===== src/rtl/master_seq.sv =====
// rtl/master_seq.sv - time-tagged burst sequencer with command queue and DDS REQ/ACK handoff
module master_seq #(
    parameter int TW    = 64,
    parameter int FW    = 48,
    parameter int RW    = 32,
    parameter int IW    = 32,
    parameter int NW    = 16,
    parameter int DEPTH = 4
) (
    input  logic          CLK,
    input  logic          RESET_N,
    input  logic [TW-1:0] SYS_TIME,
    input  logic          SYS_TIME_UPDATE,
    input  logic          T1hz,
    input  logic          WR_DATA,
    input  logic [FW-1:0] MEM_DDS_freq,
    input  logic [FW-1:0] MEM_DDS_delta_freq,
    input  logic [RW-1:0] MEM_DDS_delta_rate,
    input  logic [TW-1:0] MEM_TIME_START,
    input  logic [NW-1:0] MEM_N_impuls,
    input  logic          MEM_TYPE_impulse,
    input  logic [IW-1:0] MEM_Tblank1,
    input  logic [IW-1:0] MEM_Interval_Ti,
    input  logic [IW-1:0] MEM_Tblank2,
    input  logic [IW-1:0] MEM_Interval_Tp,
    input  logic          ABORT,
    input  logic          ACK,
    output logic          REQ,
    output logic [FW-1:0] DDS_freq,
    output logic [FW-1:0] DDS_delta_freq,
    output logic [RW-1:0] DDS_delta_rate,
    output logic          DDS_start,
    output logic          En_Iz,
    output logic          En_Pr,
    output logic [TW-1:0] TIME,
    output logic          SYS_TIME_UPDATE_OK,
    output logic          FULL,
    output logic          EMPTY,
    output logic          BUSY,
    output logic          LATE_ERR,
    output logic          OVF_ERR
);
    localparam int AW = $clog2(DEPTH);

    typedef struct packed {
        logic [FW-1:0] freq, dfreq;
        logic [RW-1:0] rate;
        logic [TW-1:0] start;
        logic [NW-1:0] n;
        logic          coh;
        logic [IW-1:0] tb1, ti, tb2, tp;
    } cmd_t;

    typedef enum logic [3:0] {
        S_IDLE, S_WAIT, S_LOAD, S_DREQ, S_DACK, S_BLANK1,
        S_EMIT, S_BLANK2, S_RECV, S_END, S_ABRT
    } state_t;

    state_t        state, state_n;
    logic [2:0]    t1_sync, upd_sync;
    logic          sec_edge, upd_edge;
    cmd_t          q [DEPTH];
    cmd_t          wr_cmd, head, cur;
    logic [AW:0]   wr_ptr, rd_ptr;
    logic          push, pop, late;
    logic [NW-1:0] cnt;
    logic [IW-1:0] ic;
    logic          emitted;

    // Bit 2 is the previous synchronised level, so the edge pulse lands on the third cycle.
    assign sec_edge = t1_sync[1] & ~t1_sync[2];
    assign upd_edge = upd_sync[1] & ~upd_sync[2];

    always_ff @(posedge CLK or negedge RESET_N) begin
        if (!RESET_N) begin
            t1_sync            <= '0;
            upd_sync           <= '0;
            TIME               <= '0;
            SYS_TIME_UPDATE_OK <= 1'b0;
        end else begin
            t1_sync  <= {t1_sync[1:0], T1hz};
            upd_sync <= {upd_sync[1:0], SYS_TIME_UPDATE};
            if (upd_edge) begin
                SYS_TIME_UPDATE_OK <= 1'b0;
                TIME               <= TIME + TW'(1);
            end else if (sec_edge && !SYS_TIME_UPDATE_OK) begin
                SYS_TIME_UPDATE_OK <= 1'b1;
                TIME               <= SYS_TIME;
            end else begin
                TIME <= TIME + TW'(1);
            end
        end
    end

    assign wr_cmd = {MEM_DDS_freq, MEM_DDS_delta_freq, MEM_DDS_delta_rate, MEM_TIME_START,
                     MEM_N_impuls, MEM_TYPE_impulse, MEM_Tblank1, MEM_Interval_Ti,
                     MEM_Tblank2, MEM_Interval_Tp};
    assign EMPTY  = (wr_ptr == rd_ptr);
    assign FULL   = (wr_ptr[AW] != rd_ptr[AW]) && (wr_ptr[AW-1:0] == rd_ptr[AW-1:0]);
    assign head   = q[rd_ptr[AW-1:0]];
    assign push   = WR_DATA && !FULL;
    assign pop    = (state == S_WAIT) && (TIME >= head.start);
    assign late   = TIME > head.start;

    always_ff @(posedge CLK or negedge RESET_N) begin
        if (!RESET_N) begin
            for (int i = 0; i < DEPTH; i++) q[i] <= '0;
            wr_ptr  <= '0;
            rd_ptr  <= '0;
            OVF_ERR <= 1'b0;
        end else begin
            if (push) begin
                q[wr_ptr[AW-1:0]] <= wr_cmd;
                wr_ptr            <= wr_ptr + (AW+1)'(1);
            end
            if (pop) rd_ptr <= rd_ptr + (AW+1)'(1);
            if (WR_DATA && FULL) OVF_ERR <= 1'b1;
        end
    end

    always_ff @(posedge CLK or negedge RESET_N) begin
        if (!RESET_N) state <= S_IDLE;
        else          state <= state_n;
    end

    always_comb begin
        state_n = state;
        case (state)
            S_IDLE:   if (!EMPTY) state_n = S_WAIT;
            S_WAIT:   if (TIME == head.start) state_n = S_LOAD;
                      else if (late)          state_n = S_IDLE;
            S_LOAD:   state_n = (cnt == '0) ? S_IDLE : S_DREQ;
            S_DREQ:   if (ACK)  state_n = S_DACK;
            S_DACK:   if (!ACK) state_n = S_BLANK1;
            S_BLANK1: if (ic == '0) state_n = S_EMIT;
            S_EMIT:   if (ic == '0) state_n = S_BLANK2;
            S_BLANK2: if (ic == '0) state_n = S_RECV;
            S_RECV:   if (ic == '0) state_n = S_END;
            S_END:    state_n = (cnt == NW'(1)) ? S_IDLE : (cur.coh ? S_BLANK1 : S_DREQ);
            S_ABRT:   if (!ACK) state_n = S_IDLE;
            default:  state_n = S_IDLE;
        endcase
        // A handshake already acknowledged must see ACK fall before the DDS side is released.
        if (ABORT && state != S_IDLE && state != S_WAIT && state != S_ABRT)
            state_n = ((state == S_DREQ || state == S_DACK) && ACK) ? S_ABRT : S_IDLE;
    end

    always_ff @(posedge CLK or negedge RESET_N) begin
        if (!RESET_N) begin
            cur            <= '0;
            cnt            <= '0;
            ic             <= '0;
            emitted        <= 1'b0;
            LATE_ERR       <= 1'b0;
            DDS_freq       <= '0;
            DDS_delta_freq <= '0;
            DDS_delta_rate <= '0;
        end else begin
            if (pop) begin
                cur     <= head;
                cnt     <= head.n;
                emitted <= 1'b0;
                if (late) LATE_ERR <= 1'b1;
                // Params are presented together with the first REQ cycle in LOAD.
                if (!late && head.n != '0) begin
                    DDS_freq       <= head.freq;
                    DDS_delta_freq <= head.dfreq;
                    DDS_delta_rate <= head.rate;
                end
            end
            if (state == S_END)  cnt     <= cnt - NW'(1);
            if (state == S_EMIT) emitted <= 1'b1;
            if (state_n != state) begin
                case (state_n)
                    S_BLANK1: ic <= cur.tb1;
                    S_EMIT:   ic <= cur.ti;
                    S_BLANK2: ic <= cur.tb2;
                    S_RECV:   ic <= cur.tp;
                    default:  ic <= '0;
                endcase
            end else if (ic != '0) begin
                ic <= ic - IW'(1);
            end
        end
    end

    always_comb begin
        REQ       = ((state == S_LOAD) && (cnt != '0)) || (state == S_DREQ);
        En_Iz     = (state == S_EMIT);
        En_Pr     = (state == S_RECV);
        BUSY      = (state != S_IDLE) && (state != S_WAIT);
        DDS_start = (state == S_EMIT) ||
                    (cur.coh && (((state == S_BLANK1) && emitted) ||
                                 (((state == S_BLANK2) || (state == S_RECV) || (state == S_END))
                                  && (cnt > NW'(1)))));
    end
endmodule


===== config.mk =====
export PLATFORM = sky130hd
export DESIGN_NAME = master_seq
export DESIGN_NICKNAME = d
export VERILOG_FILES = /design/src/rtl/master_seq.sv
export SDC_FILE = /design/constraint.sdc
export NUM_CORES = 2
export LEC_CHECK = 0
export CAP_MARGIN = 20
export CORE_ASPECT_RATIO = 1.75
export CORE_UTILIZATION = 55
export DETAILED_ROUTE_END_ITERATION = 10
export GPL_ROUTABILITY_DRIVEN = 0
export HOLD_SLACK_MARGIN = 0.08
export PLACE_DENSITY = 0.76
export SYNTH_ARGS = -nofsm -noshare
export SYNTH_HDL_FRONTEND = slang
export SYNTH_SLANG_ARGS = --single-unit
export TNS_END_PERCENT = 30

===== constraint.sdc =====
create_clock -name CLK -period 8.3 [get_ports CLK]
set_clock_uncertainty 0.05 [all_clocks]
set_input_delay 1.66 -clock CLK [delete_from_list [all_inputs] [get_ports CLK]]
set_output_delay 1.66 -clock CLK [all_outputs]
set_load 0.03 [all_outputs]

==> flow_metrics.tcl <==
set metrics [dict create \
    run_status "finished, final reports clean" \
    first_iter_violations 2376 \
    synth_cell_types 68 \
    synth_top_family_by_area "multiplexers" \
    intPower_mw 24.7 \
    syn-instance-count 4994 \
    antenna_found_initial 42 \
    seq_power_share 0.411 \
    synth_top_area_share 0.567 \
    grt_pass1_wl_um 296000 \
    cts_buffer_depth 3 \
    drive_gt1_frac 0.407 \
    clock.fmax_mhz 162 \
    setup_viol 0 \
    clk_pin_slew_ns 0.07 \
    viasPerCell 5.98 \
    die_w_um 284 \
    cts_tree "built" \
    drc_errors 0 \
    hold_buffers 0 \
    cts-resized-gates 0 \
    r2r_slack_ns 2.14 \
    dominantRegCellSynth "dfrtp_1" \
    synth_warnings 0 \
    ys_seq_area_frac 0.567 \
    maxSlewViolCount 0 \
    postRouteAntennaNets 0 \
    synth_commonest_cells "dfrtp_1, mux2_2, mux4_2" \
    grt_max_degree 178 \
    synth-simple-area-share 0.0276 \
    synth_area_leaders "dfrtp_1, mux2_2, mux4_2" \
    synth-compound-area-share 0.0253 \
    synthXorXnorAreaFrac 0.0117 \
    cts_buffers 157 \
    switching_share 0.318 \
    period_share 0.743 \
    timing.final.crit_period_ns 6.16 \
    post-cts-setup-buffers 0 \
    timing.rr.end "ic[23]$_DFFE_PN0P_" \
    firstDrtPassIters 5 \
    crit_required_ns 8.96 \
    hp-start "upd_sync[0]$_DFF_PN0_" \
    max_cap_viol_count 0 \
    p_clk_frac 0.210 \
    coreArea_um2 138000 \
    row_count 180 \
    clock_sinks 1737 \
    worst-setup-path-type "reg -> reg" \
    yosys.area_share.adder 0.0121 \
    path_max_fanout 41 \
    max-vdd-ir-drop_v 0.000302 \
    hpwl_um 125000 \
    cp-start-kind "flip-flop" \
    hold_viol 0 \
    die_y_um 496 \
    total_leakage_power_nw 37.8 \
    arrival_ns 6.82 \
    worstSetupEndpointType "flip-flop" \
    power_frac_comb 0.379 \
    hold_path_depth 0 \
    avgRoutedWirePerCell_um 25.5 \
    holdPathEnd "upd_sync[1]$_DFF_PN0_" \
    synth_nets 5476 \
    fillers 9867 \
    placed_area_um2 84600 \
    start_util 0.556 \
    synth.avg_cell_area_um2 15.3 \
    reg2reg_depth 15 \
    power.switching_mw 11.5 \
    dieArea_um2 141000 \
    io-pin-count 610 \
    final_cell_area_um2 90100 \
    grt_overflow 0 \
    finalSetupTns_ns 0 \
    finish.utilization 0.654 \
    cts-root-buf "clkbuf_16" \
    setup_slack_ns 2.14 \
    final_nets 5996 \
    yosysMostFrequentCell "dfrtp_1" \
    muxShareOfSynthArea 0.337 \
    maxSlewHeadroom 0.207 \
    portBuffers 609 \
    syn_area_um2 76600 \
    hp-class "reg -> reg" \
    rsz0062_at_grt "false" \
    routed-via-count 44705 \
    async_flop_share 1.00 \
    pre_cts_ws_ns 2.17 \
    powerDensity_nw_per_um2 402 \
    cts-htree-levels 4 \
    grt_pass1_vias 47940 \
    worst_pin_slew_ns 1.19 \
    synth_edf_count 0 \
    wl_um 190000 \
    grt_usage 0.275 \
    ys_ff_latch 1737 \
    r2r-start "rd_ptr[0]$_DFFE_PN0P_" \
    p_total_mw 36.3 \
    syn2layout_area_growth_pct 17.6 \
    synth_top_area_cell "dfrtp_1" \
    clk_latency_ns 0.80 \
]
## power groups by stage
stage / Combinational, mW / Sequential, mW / Clock (mW)
finish: 13.8 / 14.9 / 7.63
global route: 14.8 / 15.3 / 8.08
detailed placement: 13.9 / 15.0 / 0
floorplan: 10.8 / 13.9 / 0
CTS: 13.9 / 14.9 / 7.78
global placement: 13.5 / 14.7 / 0
## sequential cells by signal, summed over array words and instances (netlist names)
register            count
DDS_delta_freq         48
DDS_delta_rate         32
DDS_freq               48
LATE_ERR                1
OVF_ERR                 1
SYS_TIME_UPDATE_OK      1
TIME                   64
cnt                    16
cur                   129
emitted                 1
ic                     32
q                    1348
rd_ptr                  3
state                   4
t1_sync                 3
upd_sync                3
wr_ptr                  3
## worst max path at each step
stage,startpoint,end,slack [ns]
after global routing,rd_ptr[0]$_DFFE_PN0P_,ic[6]$_DFFE_PN0P_,1.85
final,rd_ptr[0]$_DFFE_PN0P_,ic[23]$_DFFE_PN0P_,2.14
after global placement,rd_ptr[0]$_DFFE_PN0P_,ic[28]$_DFFE_PN0P_,2.26
after floorplan,rd_ptr[0]$_DFFE_PN0P_,ic[11]$_DFFE_PN0P_,2.21
after detailed placement,rd_ptr[0]$_DFFE_PN0P_,ic[23]$_DFFE_PN0P_,2.17
after CTS,rd_ptr[0]$_DFFE_PN0P_,ic[23]$_DFFE_PN0P_,2.14
## critical path: stages, from the launching register on
cell,delay [ns]
dfrtp_4,0.97
buf_12,0.40
mux4_2,0.55
inv_1,0.07
ha_1,0.16
nand4_1,0.22
nor4_1,0.62
nand4_1,0.46
nor2_1,0.42
o22a_1,0.18
buf_4,0.33
nor2_8,0.11
inv_2,0.13
and3_1,0.82
a221oi_1,0.25
o22ai_1,0.25
## stage by stage
stage	std cells	hold slack, ns
final	7476	0.311
after global routing	7468	0.314
after CTS	7455	0.312
after detailed placement	7174	0.289
after global placement	7173	0.287
after floorplan	4994	0.281
## metal layers
layer / GRT usage / part of all wire
met1: 0.342 / 0.39
met2: 0.457 / 0.50
met5: 0 / 0.0015
met4: 0.132 / 0.048
met3: 0.0639 / 0.056
## placed cells by master, fill, tap and decap left out, types with 22 or more instances in the layout
cell type | synthesis | final
xor2_1 | 52 | 52
clkbuf_1 | 286 | 36
o21ai_0 | 89 | 89
clkbuf_8 | 0 | 28
inv_1 | 81 | 81
ha_1 | 74 | 74
clkbuf_16 | 0 | 160
nand4_1 | 32 | 32
nor4_1 | 23 | 23
o211ai_1 | 36 | 36
mux4_2 | 337 | 337
nor3_1 | 22 | 22
a21oi_1 | 74 | 74
a221oi_1 | 31 | 31
nand3_1 | 37 | 37
o22ai_1 | 32 | 31
clkdlybuf4s50_1 | 0 | 608
nor2_1 | 59 | 59
buf_4 | 0 | 41
xnor2_1 | 50 | 50
mux2_2 | 1615 | 1615
nand2_1 | 168 | 164
dfrtp_1 | 1737 | 1735
## cell type report
type / count / area (um^2) / share of cell area
multi-input combinational: 2865 / 31800 / 0.352
inverter: 82 / 308 / 0.00341
clock buffer: 224 / 4520 / 0.0502
tap: 1820 / 2280 / 0.0253
sequential: 1737 / 43500 / 0.482
timing repair buffer: 671 / 6840 / 0.0758
clock inverter: 57 / 912 / 0.0101
antenna: 20 / 50.0 / 0.000555
## kinds of logic after synthesis
family	after synthesis
compound gates	308
xor+xnor	102
fa+ha+maj	74
buf+inv	392
flops	1737
mux	1955
simple gates	426
Power figures use the tool's default switching activity.
